## config.mk

```make
export PLATFORM = sky130hd
export DESIGN_NAME = hpc3_and_sched
export DESIGN_NICKNAME = d
export VERILOG_FILES = /design/src/rtl/hpc3_and_sched.sv
export SDC_FILE = /design/constraint.sdc
export NUM_CORES = 1
export LEC_CHECK = 0
export BUFFER_PORTS_ARGS = -buffer_cell sky130_fd_sc_hd__buf_2
export CAP_MARGIN = 5
export CORE_ASPECT_RATIO = 1.5
export CORE_MARGIN = 4
export CORE_UTILIZATION = 42
export CTS_BUF_LIST = sky130_fd_sc_hd__clkbuf_16
export DETAILED_ROUTE_END_ITERATION = 6
export PLACE_DENSITY = 0.74
export SLEW_MARGIN = 30
export SYNTH_ARGS = -nofsm -noshare
export SYNTH_HDL_FRONTEND = slang
export SYNTH_SLANG_ARGS = --single-unit
export TNS_END_PERCENT = 5
```

## constraint.sdc

```tcl
create_clock -name clk -period 1.65 [get_ports clk]
set_input_delay 0.4125 -clock clk [delete_from_list [all_inputs] [get_ports clk]]
set_output_delay 0.4125 -clock clk [all_outputs]
set_load 0.02 [all_outputs]
```

## src/rtl/hpc3_and_sched.sv

```systemverilog
// hpc3_and_sched: round-robin share of one HPC3 masked AND gadget; optional HPC3_SCHED_IDLE_ZERO_EN zeroes idle gadget inputs
module hpc3_and_sched #(
  parameter int security_order = 1,
  parameter int NREQ = 4,
  localparam int D = security_order + 1,
  localparam int R = security_order * (security_order + 1),
  localparam int IDW = $clog2(NREQ)
) (
  input  logic            clk,
  input  logic            rst,
  input  logic [NREQ-1:0] req_valid,
  output logic [NREQ-1:0] req_ready,
  input  logic [NREQ*D-1:0] req_a,
  input  logic [NREQ*D-1:0] req_b,
  input  logic            rnd_valid,
  output logic            rnd_ready,
  input  logic [R-1:0]    rnd_data,
  output logic [D-1:0]    g_a,
  output logic [D-1:0]    g_b,
  output logic [R-1:0]    g_r,
  input  logic [D-1:0]    g_c,
  output logic            rsp_valid,
  input  logic            rsp_ready,
  output logic [IDW-1:0]  rsp_id,
  output logic [D-1:0]    rsp_c
);
  logic [IDW-1:0] last, cand, id_pipe;
  logic found, issue, inflight, credit, pop, rd, wr;
  logic [1:0] occ;
  logic [D-1:0] ca, cb;
  logic [IDW+D-1:0] mem [2];
  // scan farthest-to-nearest so the last hit is the first valid after last
  always_comb begin
    cand = IDW'((int'(last) + 1) % NREQ);
    found = 1'b0;
    for (int i = NREQ; i >= 1; i--) begin
      if (req_valid[(int'(last) + i) % NREQ]) begin
        cand = IDW'((int'(last) + i) % NREQ);
        found = 1'b1;
      end
    end
  end
  assign ca = req_a[int'(cand)*D +: D];
  assign cb = req_b[int'(cand)*D +: D];
  assign rsp_valid = occ != 2'd0;
  assign pop = rsp_valid & rsp_ready;
  // occ + inflight counts every issued-but-unpopped operation
  assign credit = ({1'b0, occ} + {2'b0, inflight}) < (pop ? 3'd3 : 3'd2);
  assign issue = !rst & found & rnd_valid & credit;
  assign req_ready = issue ? (NREQ'(1) << cand) : '0;
  assign rnd_ready = issue;
  assign {rsp_id, rsp_c} = mem[rd];
`ifdef HPC3_SCHED_IDLE_ZERO_EN
  assign g_a = issue ? ca : '0;
  assign g_b = issue ? cb : '0;
  assign g_r = issue ? rnd_data : '0;
`else
  assign g_a = rst ? '0 : ca;
  assign g_b = rst ? '0 : cb;
  assign g_r = rst ? '0 : rnd_data;
`endif
  always_ff @(posedge clk) begin
    if (rst) begin
      last <= IDW'(NREQ - 1);
      inflight <= 1'b0;
      id_pipe <= '0;
      occ <= 2'd0;
      rd <= 1'b0;
      wr <= 1'b0;
      mem[0] <= '0;
      mem[1] <= '0;
    end else begin
      inflight <= issue;
      if (issue) begin
        id_pipe <= cand;
        last <= cand;
      end
      if (inflight) begin
        mem[wr] <= {id_pipe, g_c};
        wr <= ~wr;
      end
      if (pop) rd <= ~rd;
      occ <= occ + {1'b0, inflight} - {1'b0, pop};
    end
  end
endmodule

```

==> metrics <==
CTS H-tree depth=1; largest net degree at the start of global routing=19; Avg Vias per Cell=5.24; FF-to-FF End=occ[1]$_SDFF_PP0_; setup_tns=-4.05 ns; Die Wd=49.1 µm; Synth Area in Compound Gates=0.113; Pwr Total=1.93 mW; diode count=0; worst path cell trace=nand2b_4, a21oi_2, a211oi_2, buf_4, mux2i_1, o22ai_2, buf_6; Fillers=189; IO Count=44; Setup crit start=last[0]$_SDFFE_PP1P_; ratio of cells with drive above 1 in the final layout=0.552; Seq/Total Area, Yosys=0.415; hold depth=3; Layout Area Growth over Synthesis=60.4%; CTS tree=yes; wire length of the first global-routing pass=around 4.6 mm; initial antenna violation count=0; clk_skew=0.00156 ns; VDD IR max=0.000593 V; ys flop type=dfxtp_1; GRT Util Overall=0.167; Hold Vio Cnt, Final=0; post-layout util=0.704; reg2reg start=occ[0]$_SDFF_PP0_; fmax=between 400 and 500 MHz; most numerous cell in the Yosys netlist=nor2_1; largest family of logic cells by synthesized area=simple AND/OR/NAND/NOR gates; Hold Crit Class=primary input to flop; vias=1027; worst hold path startpoint=rst; CTS Sinks=18; Setup CP Type=flop to output port; CTS root buffer=clkbuf_16; post-synth net total=146; status=finished, violations left; gpl congestion=around 0.76; Pins Over Slew Limit=0; Final nets=205; DRT iter0 DRCs=8; CP Data Required Time=~1.2 ns; Distinct cells, synth=29; placed cells=188; fin worst setup slack=-0.484 ns; failing checks=negative setup slack; initial core utilization=0.439; Synth warnings=0; die span in y=between 60 and 70 µm; Post-synth top cells=16 x nor2_1, 12 x nand2b_1, 10 x dfxtp_1; Final min period=2.13 ns; CP max stage delay=roughly 0.38 ns; die area=3410 µm²; CP startpoint kind=flop; CTS buffer count=3; Post-synth EDFFs=8; DR DRC count=0; RSZ-0062 raised after global routing=true; Static Leakage=0.812 nW; clock latency on the worst-skew pair=roughly 0.25 ns; Simple-Gate Fraction of Synth Area=0.227; Async SR Flop Fraction=0; pwr/cell area=around 1100 nW/µm²; synthesized area=around 1100 µm²; Post-Synth XOR/XNOR Area=0.0330; Relative slew margins=0.788; Antenna Nets Post-Route=0; Register-to-Register Path Depth=9; Worst Path Arrival=approximately 1.7 ns; Syn Inst Count=114; critical path fanouts, max=6; syn_area_per_cell=9.32 µm²; Crit. End Element=output port; Hold Path End=inflight$_SDFF_PP0_; gr ovfl total=0; Final Setup Violations=10; Seq cells post-synth=18; cell taking the most area after synthesis=edfxtp_1; mux contribution to synthesized area=0.118; Max Cap Viol=0; vias in the first global route=1103; # port buffers=43; hpwl dp=1.99 mm; row cnt=22; Synth top area share=0.226; area share of fa/ha/maj cells after synthesis=0.0471; Slew @ Worst Pin=0.318 ns; WL/cell=14.1 µm; final critical-path share of the clock period=1.29; synth top area cells=edfxtp_1 23%, dfxtp_1 19%, mux2i_1 7.5%; WHS=0.484 ns; Longest Clk Path Bufs=2; CORE AREA=2420 µm²; Cell Count, Final, Fillers Out=between 150 and 200; Initial DRT Pass Iterations=2; Worst path slowest cell=dfxtp_4; clk slew on worst S/H paths=0.05 ns; total wire length=2.77 mm; R2R setup slack=-0.02 ns
## area by class of cell
type	count	area, µm²	area share
multi-input combinational	85	733	0.430
sequential	18	448	0.263
timing repair buffer	58	388	0.228
clock buffer	3	75.1	0.0441
tap	24	30.0	0.0176
inverter	7	26.3	0.0154
clock inverter	1	3.75	0.00220
## layout by cell type (no fill, tap or decap), types with 3 or more instances in the layout
cell type / Yosys / layout
dfxtp_2: 0 / 3
clkbuf_16: 0 / 3
buf_2: 1 / 34
buf_6: 1 / 10
nor2_4: 0 / 4
mux2i_1: 8 / 6
inv_1: 7 / 6
and3_1: 3 / 3
nor2b_1: 4 / 4
nand2b_1: 12 / 10
mux2_2: 4 / 4
nor2_1: 16 / 12
nand2_1: 4 / 3
dfxtp_1: 10 / 6
o22ai_2: 0 / 4
edfxtp_1: 8 / 8
buf_4: 0 / 14
a21oi_1: 4 / 3
## layer usage
metal / global-route usage / vias up / share of wire
met5: 0 / - / 0
met4: 0.0778 / 0 / 0.017
met3: 0.0301 / 4 / 0.049
met2: 0.317 / 30 / 0.58
met1: 0.167 / 481 / 0.35
li1: - / 512 / -
## worst max-delay path: cells and delay by family, from the launching register on
kind	cells	cell delay, ns
buffers and inverters	2	0.35
flip-flops	1	0.38
multiplexers	1	0.23
AO/OA/AOI/OAI	3	0.38
AND/OR/NAND/NOR	1	0.13
## worst max-delay path by stage
stage / end / slack, ns / cells past startpoint
after floorplan: g_a[0] / -0.21 / 5
final: g_a[1] / -0.48 / 7
after global routing: g_b[0] / -0.55 / 7
after CTS: req_ready[1] / -0.46 / 7
after detailed placement: req_ready[2] / -0.47 / 7
after global placement: g_a[0] / -0.42 / 8
## kinds of logic (layout without fill, tap and decap cells)
logic type | count (synthesis) | in the layout
AOI/OAI and AO/OA | 18 | 18
muxes | 12 | 12
adders and majority gates | 4 | 4
and+or+nand+nor | 47 | 47
xor gates and xnor gates | 4 | 4
buffers and inverters | 11 | 69
DFF | 18 | 18
## stage by stage
stage | cell area (µm²) | setup slack, ns
after floorplan | 1150 | -0.206
after global placement | 1450 | -0.422
after detailed placement | 1450 | -0.471
after CTS | 1670 | -0.464
after global routing | 1700 | -0.551
final | 1700 | -0.484
## report_power, final
part / internal [mW] / leakage [nW] / total (mW) / switching, mW
clock network: 0.322 / 0.0423 / 0.476 / 0.154
logic: 0.418 / 0.604 / 0.830 / 0.412
registers: 0.550 / 0.166 / 0.622 / 0.0717
total: 1.29 / 0.812 / 1.93 / 0.638
## state kept, by name (all words and copies together) (netlist names), named ones only
name      count
rd            1
mem           8
wr            1
id_pipe       2
occ           2
last          2
inflight      1
## what timing repair did
action | 4_1_cts | 5_1_grt
setup buffers | 3 | 0
gates resized for setup | 36 | 5
hold buffers | 0 | 0
endpoints found under the setup margin | 14 | 11
gates cloned | 1 | 0
pin swaps | 8 | 4
Power figures use the tool's default switching activity.
